`config.mk`:
```
export PLATFORM = sky130hd
export DESIGN_NAME = rr_arb_8
export DESIGN_NICKNAME = d
export VERILOG_FILES = /design/src/rtl/rr_arb_pkg.sv /design/src/rtl/onehot_dec3.sv /design/src/rtl/rr_arb_8.sv
export SDC_FILE = /design/constraint.sdc
export NUM_CORES = 1
export LEC_CHECK = 0
export BUFFER_PORTS_ARGS = -buffer_cell sky130_fd_sc_hd__buf_2
export CAP_MARGIN = 20
export CORE_AREA = 2 2 79 81
export CTS_BUF_LIST = sky130_fd_sc_hd__clkbuf_4 sky130_fd_sc_hd__clkbuf_8
export DETAILED_ROUTE_END_ITERATION = 8
export DIE_AREA = 0 0 81 83
export PLACE_DENSITY = 0.5
export SLEW_MARGIN = 0
export SYNTH_ARGS = -nofsm -noshare
export SYNTH_HDL_FRONTEND = slang
export SYNTH_HIERARCHICAL = 1
export SYNTH_SLANG_ARGS = --single-unit
```
`constraint.sdc`:
```
create_clock -name clk -period 3.7 [get_ports clk]
set_input_delay 0.185 -clock clk [delete_from_list [all_inputs] [get_ports clk]]
set_output_delay 0.185 -clock clk [all_outputs]
set_load 0.05 [all_outputs]
```
`src/rtl/rr_arb_pkg.sv`:
```
// Shared types and constants for the 8-way round-robin arbiter.
package rr_arb_pkg;

    localparam int unsigned N_REQ        = 8;
    localparam int unsigned IDX_W        = 3;
    localparam int unsigned HOLD_W       = 8;
    localparam int unsigned DEF_MAX_HOLD = 255;

    typedef enum logic [1:0] {
        IDLE  = 2'd0,
        GRANT = 2'd1,
        COOL  = 2'd2
    } state_t;

    // First set request searching upward from ptr+1; ptr itself is checked last.
    function automatic logic [IDX_W-1:0] rr_pick(input logic [N_REQ-1:0] req,
                                                 input logic [IDX_W-1:0] ptr);
        logic [IDX_W-1:0] pick;
        logic [IDX_W-1:0] cand;
        pick = ptr;
        for (int i = N_REQ; i >= 1; i--) begin
            cand = ptr + IDX_W'(i);
            if (req[cand]) begin
                pick = cand;
            end
        end
        return pick;
    endfunction

endpackage

```
`src/rtl/onehot_dec3.sv`:
```
// 3-bit binary to 8-bit one-hot decoder with enable gating.
module onehot_dec3
    import rr_arb_pkg::*;
(
    input  logic [IDX_W-1:0] idx,
    input  logic             en,
    output logic [N_REQ-1:0] oh_c
);

    always_comb begin
        oh_c = '0;
        if (en) begin
            oh_c[idx] = 1'b1;
        end
    end

endmodule

```
`src/rtl/rr_arb_8.sv`:
```
// 8-requester round-robin arbiter with IDLE/GRANT/COOL handshake.
// Optional forced release after MAX_HOLD cycles when RR_ARB_TIMEOUT_EN is defined.
module rr_arb_8
    import rr_arb_pkg::*;
#(
    parameter int unsigned MAX_HOLD = DEF_MAX_HOLD
) (
    input  logic             clk,
    input  logic             rst_n,
    input  logic [N_REQ-1:0] req,
    input  logic             done,
    output logic             grant_vld,
    output logic [IDX_W-1:0] grant_idx,
    output logic [N_REQ-1:0] grant_oh,
    output logic             timeout
);

    if (MAX_HOLD < 1 || MAX_HOLD > 255) begin : g_bad_max_hold
        $error("rr_arb_8: MAX_HOLD must be in 1..255");
    end

    state_t           state;
    state_t           state_nxt;
    logic [IDX_W-1:0] ptr;
    logic [IDX_W-1:0] ptr_nxt;
    logic [IDX_W-1:0] idx_nxt;
    logic             vld_nxt;
    logic             timeout_nxt;
    logic             release_c;
    logic             hold_hit_c;
    logic [N_REQ-1:0] oh_nxt_c;

    assign release_c = done | ~req[grant_idx];

`ifdef RR_ARB_TIMEOUT_EN
    localparam logic [HOLD_W-1:0] HOLD_LAST = HOLD_W'(MAX_HOLD - 1);

    logic [HOLD_W-1:0] hold_cnt;

    // Counts cycles spent in GRANT; sits at zero in every other state.
    always_ff @(posedge clk or negedge rst_n) begin
        if (!rst_n) begin
            hold_cnt <= '0;
        end else if (state == GRANT) begin
            hold_cnt <= hold_cnt + HOLD_W'(1);
        end else begin
            hold_cnt <= '0;
        end
    end

    assign hold_hit_c = (hold_cnt == HOLD_LAST);
`else
    assign hold_hit_c = 1'b0;
`endif

    always_comb begin
        state_nxt   = state;
        ptr_nxt     = ptr;
        idx_nxt     = grant_idx;
        vld_nxt     = 1'b0;
        timeout_nxt = 1'b0;
        case (state)
            IDLE: begin
                if (|req) begin
                    state_nxt = GRANT;
                    idx_nxt   = rr_pick(req, ptr);
                    vld_nxt   = 1'b1;
                end
            end
            GRANT: begin
                // A normal release wins over a coincident hold expiry.
                if (release_c) begin
                    state_nxt = COOL;
                    ptr_nxt   = grant_idx;
                end else if (hold_hit_c) begin
                    state_nxt   = COOL;
                    ptr_nxt     = grant_idx;
                    timeout_nxt = 1'b1;
                end else begin
                    vld_nxt = 1'b1;
                end
            end
            COOL: begin
                state_nxt = IDLE;
            end
            default: begin
                state_nxt = IDLE;
            end
        endcase
    end

    onehot_dec3 u_dec (
        .idx  (idx_nxt),
        .en   (vld_nxt),
        .oh_c (oh_nxt_c)
    );

    always_ff @(posedge clk or negedge rst_n) begin
        if (!rst_n) begin
            state     <= IDLE;
            ptr       <= IDX_W'(N_REQ - 1);
            grant_vld <= 1'b0;
            grant_idx <= '0;
            grant_oh  <= '0;
            timeout   <= 1'b0;
        end else begin
            state     <= state_nxt;
            ptr       <= ptr_nxt;
            grant_vld <= vld_nxt;
            grant_idx <= idx_nxt;
            grant_oh  <= oh_nxt_c;
            timeout   <= timeout_nxt;
        end
    end

endmodule

```
## After elaboration in Yosys (flattened, before gate mapping)

Index checks and enable logic that the tools add are counted.
Widths: inputs -> output; s select.

| storage, ports and cells | value |
|---|---|
| word-level logic and storage cells | 66 |
| output and inout bits | 13 |
| bits of input ports | 11 |
| flip-flop bits (word level) | 17 |

| cells by class | value |
|---|---|
| $lt $le $gt $ge | 10 |
| multiplexer cells | 34 |
| equal/unequal tests | 3 |
| bitwise gates (word level) | 2 |
| reduce and logical (&&, ||, !) cells | 5 |
| add/subtract/negate cells | 7 |

Operators by type and width:

| kind | count |
|---|---|
| $lt 3x4->1 const B | 9 |
| $mux 3 | 9 |
| $bmux 1 s3 | 8 |
| $add 3x3->3 const B | 4 |
| $mux 1 | 11 |
| $mux 8 | 1 |
| $reduce_or 8->1 | 1 |
| $add 3x2->3 const B | 2 |
| $mux 2 | 2 |
| $ne 2x2->1 const B | 2 |
| $pmux 2 s2 | 1 |
| $reduce_and 2->1 | 2 |
| $add 3x1->3 const B | 1 |
| $demux 1 s3 | 1 |
| $ge 3x1->1 const B | 1 |
| $eq 2x1->1 const B | 1 |
| $logic_not 2->1 | 1 |
| $pmux 1 s2 | 1 |
| $logic_and 1x1->1 | 1 |
| $not 1->1 | 1 |
| $or 1x1->1 | 1 |

## Depth between registers and ports, before layout

| depth | value |
|---|---|
| depth after elaboration | 17 |
| gate-level depth with buffers | 12 |
| mapped depth without buffers | 9 |

## By module

The synthesis kept the hierarchy.

By module, submodules not included:

| module | sequential area each (µm²) | instances | cells each | area an instance (µm²) |
|---|---|---|---|---|
| rr_arb_8 | 429.2 | 1 | 140 | 1537.7 |
| onehot_dec3 | 0.0 | 1 | 8 | 95.1 |

## Least setup slack after synthesis

No wires, ideal clock.

| path | value |
|---|---|
| kind | register to register |
| start point | reg ptr[1] |
| end point | reg grant_oh[3] |
| arrival time | 3.477 ns |
| cell stages (with the launch flop) | 13 |
| data required time | 3.578 ns |
| slack | 0.101 ns |
| period minus slack after synthesis | 3.599 ns |
| setup time | 0.122 ns |
| buffers on the path | 3 |
| cells stage by stage | dfstp_2 > buf_2 > buf_1 > inv_1 > ha_1 > buf_2 > mux4_1 > and2_1 > a311oi_1 > a31oi_1 > a31o_1 > a31oi_1 > and4b_2 |

| between the ends | value |
|---|---|
| longest elaborated chain between the ends | 17 |
| elaborated cells between the ends (all ways) | 36 |
| those cells by class | 7 x add/sub; 2 x order compare; 26 x mux; 1 x reduce/logical |

Ends and longest elaborated chain:

| what | line | RTL |
|---|---|---|
| from (decl) | rr_arb_8.sv:24 | `logic [IDX_W-1:0] ptr;` |
| from (signal assigned) | rr_arb_8.sv:101 | `ptr <= IDX_W'(N_REQ - 1);` |
| from (signal assigned) | rr_arb_8.sv:108 | `ptr <= ptr_nxt;` |
| $add 3x3->3 | rr_arb_pkg.sv:22 | `cand = ptr + IDX_W'(i);` |
| $bmux 1 s3 | rr_arb_pkg.sv:23 | `if (req[cand]) begin` |
| $mux 1 (not written as such) | rr_arb_pkg.sv:23 |  |
| $mux 3 (6 in series) | rr_arb_pkg.sv:23 |  |
| $mux 3 (*) | rr_arb_pkg.sv:23 |  |
| $mux 3 (*) | rr_arb_8.sv:64 | `if (\|req) begin` |
| $mux 3 (*) | rr_arb_8.sv:62 | `case (state)` |
| via idx_nxt[2] | rr_arb_8.sv:26 | `logic [IDX_W-1:0] idx_nxt;` |
| $lt 3x4->1 (not written as such) or $ge 3x1->1 (tied branches) | onehot_dec3.sv:13 | `oh_c[idx] = 1'b1;` |
| $logic_and 1x1->1 (not written as such) | onehot_dec3.sv:13 |  |
| $mux 1 (not written as such) | onehot_dec3.sv:13 |  |
| $demux 1 s3 (*) | n/a |  |
| $mux 8 (*) | onehot_dec3.sv:12 | `if (en) begin` |
| via oh_nxt_c[3] | rr_arb_8.sv:31 | `logic [N_REQ-1:0] oh_nxt_c;` |
| to (signal assigned) | rr_arb_8.sv:111 | `grant_oh <= oh_nxt_c;` |
| to (decl) | rr_arb_8.sv:14 | `output logic [N_REQ-1:0] grant_oh,` |

The timed path passes the listed nets; every way through them passes the cells marked *. The select of a mux whose other input is x is not followed.
A chain may end at the register's enable or synchronous reset.

## Worst setup path in the final report

| path | value |
|---|---|
| start point | reg ptr[1] |
| end point | reg grant_oh[4] |

Same word-level chain as after synthesis.

==> reports/qor.yml <==
finalHoldViolations: 0
crit_family: "multiplexers"
mostFrequentLayoutCell: "buf_2"
root_buffer: "clkbuf_8"
cp_cell_sequence: "inv_1 -> ha_1 -> mux4_2 -> mux2_2 -> a32oi_1 -> a2111oi_2 -> a211oi_2 -> and4bb_2"
cts.htree.levels: 1
ant_nets: 0
clockBufferDepth: 2
status: "complete, no violations"
rsz0062_at_grt: "no"
critical_path_buf_inv_count: 1
num_rows: 28
hpwl_microns: 2840
tns_ns: 0
cap_violations: 0
grt_use_met1: 0.185
slew_viol_final: 0
drc: 0
grt_pass1_wl_microns: 6780
max_freq_mhz: 303
grt_max_degree: 23
gr-usage-all-layers: 0.124
dpl_cell_area_sq_um: 1820
final_area_sq_um: 1870
slowest_delay_ns: 0.59
initial_utilization: 0.281
busiest_layer: "met2"
cts_made_buffers: 3
crit_fanout: 13
area.growth.synth_to_final_pct: 14.7
vias_per_cell: 5.54
seq_area_frac_synth: 0.263
use_met3: 0.0120
syn_nets: 161
ys.warnings.count: 6
fin_crit_sh: 0.893
finalSetupViolations: 0
worst_pin_slew_ns: 0.697
dieArea_sq_um: 6720
netlist_area_sq_um: 1630
finalNetCount: 184
die_h_microns: 83
drive_above_1_share: 0.388
wire_per_inst_microns: 16.3
mostFrequentLayoutCells: "buf_2 (22), dfrtp_1 (14), nand2_1 (11), nor2_1 (11), mux4_2 (10)"
core_sq_um: 5820
final.fill_count: 629
grt_pass1_vias: 1304
die_w_microns: 81
antenna_found_initial: 0
clock_latency_ns: 0.25
timing.hold.ws_ns: 0.336
routed_wl_microns: 4000
vias: 1358
slew_headroom: 0.535
synthCells: 148
cts.sinks: 17
clk_pin_slew_ns: 0.07
drt-initial-drc-count: 116
post_cts_buffers: 0
finalWeightedCongestion: 0.817
arrival_ns: 3.45
avgSynthCellArea_sq_um: 11.0
first_pass_iters: 4
critPathLaunchType: "flip-flop"
cp.required_ns: 3.84
cts_tree: "done"
io_pins: 24
critPathSlowestCell: "ha_1"
fin_skew_ns: 0.00603
numPortBuffers: 22
ys_ff_latch: 17
setup.worst_path.class: "reg -> reg"
diodes: 0
crit_path_end_kind: "flip-flop"
yosysUniqueCellTypes: 53
period_needed_ns: 3.30
overflow: 0
hold_class: "in -> reg"
globalRouteMet2Util: 0.187
path summary, 6_finish.rpt:
check	start	to	slack (ns)	cells past startpoint
setup / recovery	ptr[1]	grant_oh[4]	0.40	8
hold / removal	done	state[1]	0.34	3
setup reg to reg	ptr[1]	grant_oh[4]	0.40	8
hold reg to reg	state[0]	state[0]	0.60	1
max in group asynchronous	rst_n	ptr[2]	3.00	2
min in group asynchronous	rst_n	grant_oh[4]	0.38	2
cell type report:
cell class	instances	area [sq um]	share of cell area
Clock buffer	3	41.3	0.0220
Clock inverter	1	5.00	0.00267
Inverter	7	26.3	0.0140
Multi-Input combinational cell	115	1130	0.602
Sequential cell	17	429	0.229
Tap cell	75	93.8	0.0501
Timing Repair Buffer	27	150	0.0802
stage by stage:
| stage | util | cells | setup WS [ns] |
|---|---|---|---|
| global placement | 0.312 | 240 | 0.453 |
| floorplan | - | 148 | 0.101 |
| CTS | 0.322 | 245 | 0.369 |
| detailed placement | 0.312 | 240 | 0.377 |
| finish | 0.322 | 245 | 0.397 |
| global route | 0.322 | 245 | 0.192 |
layer usage:
metal / vias up / routed length, microns / share of wire
met3: 8 / 155 / 0.039
met1: 673 / 1860 / 0.46
met5: - / 0 / 0
met2: 41 / 1890 / 0.47
met4: 0 / 96 / 0.024
li1: 636 / - / -
repair_timing:
item                                   in CTS  in global routing
gates resized for setup                     0                  0
endpoints found under the hold margin      14                  0
setup endpoints to repair                   0                  0
hold buffers                                1                  0
Yosys cell counts, drive strengths merged:
| cell | number | area share |
|---|---|---|
| clkbuf | 2 | 0.0046 |
| xor2 | 1 | 0.0054 |
| nand4 | 3 | 0.011 |
| nor4b | 1 | 0.0092 |
| nor2 | 11 | 0.025 |
| nand2b | 4 | 0.015 |
| dfstp | 3 | 0.048 |
| dfrtp | 14 | 0.21 |
| a311oi | 1 | 0.0054 |
| a221oi | 1 | 0.0054 |
| a31o | 3 | 0.016 |
| and2b | 1 | 0.0046 |
| nand2 | 11 | 0.025 |
| xnor2 | 2 | 0.011 |
| nor4 | 2 | 0.0077 |
| inv | 7 | 0.016 |
| nand3 | 2 | 0.0061 |
| a32oi | 3 | 0.016 |
| a211oi | 2 | 0.015 |
| or4 | 1 | 0.0046 |
| a21boi | 1 | 0.0046 |
| and4b | 3 | 0.020 |
| and4 | 2 | 0.013 |
| nand3b | 1 | 0.0046 |
| nand4bb | 1 | 0.0069 |
| and4bb | 3 | 0.023 |
| conb | 1 | 0.0023 |
| mux4 | 14 | 0.20 |
| o211ai | 6 | 0.028 |
| mux2i | 9 | 0.065 |
| a2111oi | 1 | 0.0092 |
| mux2 | 8 | 0.057 |
| o221a | 1 | 0.0069 |
| a31oi | 3 | 0.015 |
| and2 | 2 | 0.0077 |
| a21oi | 4 | 0.012 |
| buf | 7 | 0.026 |
| o21ai | 3 | 0.0092 |
| and3 | 1 | 0.0038 |
| ha | 2 | 0.015 |
sequential cells by signal (all words and copies together) (netlist names):
register / cells
grant_idx: 3
grant_oh: 8
grant_vld: 1
ptr: 3
state: 2
worst reg2reg max path, cell delays in order (launching register included):
cell and delay (ns):
dfstp_2 0.53, inv_1 0.07, ha_1 0.59, mux4_2 0.57
mux2_2 0.31, a32oi_1 0.27, a2111oi_2 0.13, a211oi_2 0.44
and4bb_2 0.30
logic make-up after synthesis:
| logic type | synth area share |
|---|---|
| buffers and inverters | 0.0467 |
| muxes | 0.325 |
| xor gates and xnor gates | 0.0161 |
| other | 0.00230 |
| adders and majority gates | 0.0153 |
| and+or+nand+nor | 0.189 |
| DFF | 0.263 |
| AOI/OAI and AO/OA | 0.143 |
Power is left out: the tool's default activity adds up to more than one toggle a clock period on the data nets, which glitch-free logic cannot reach.
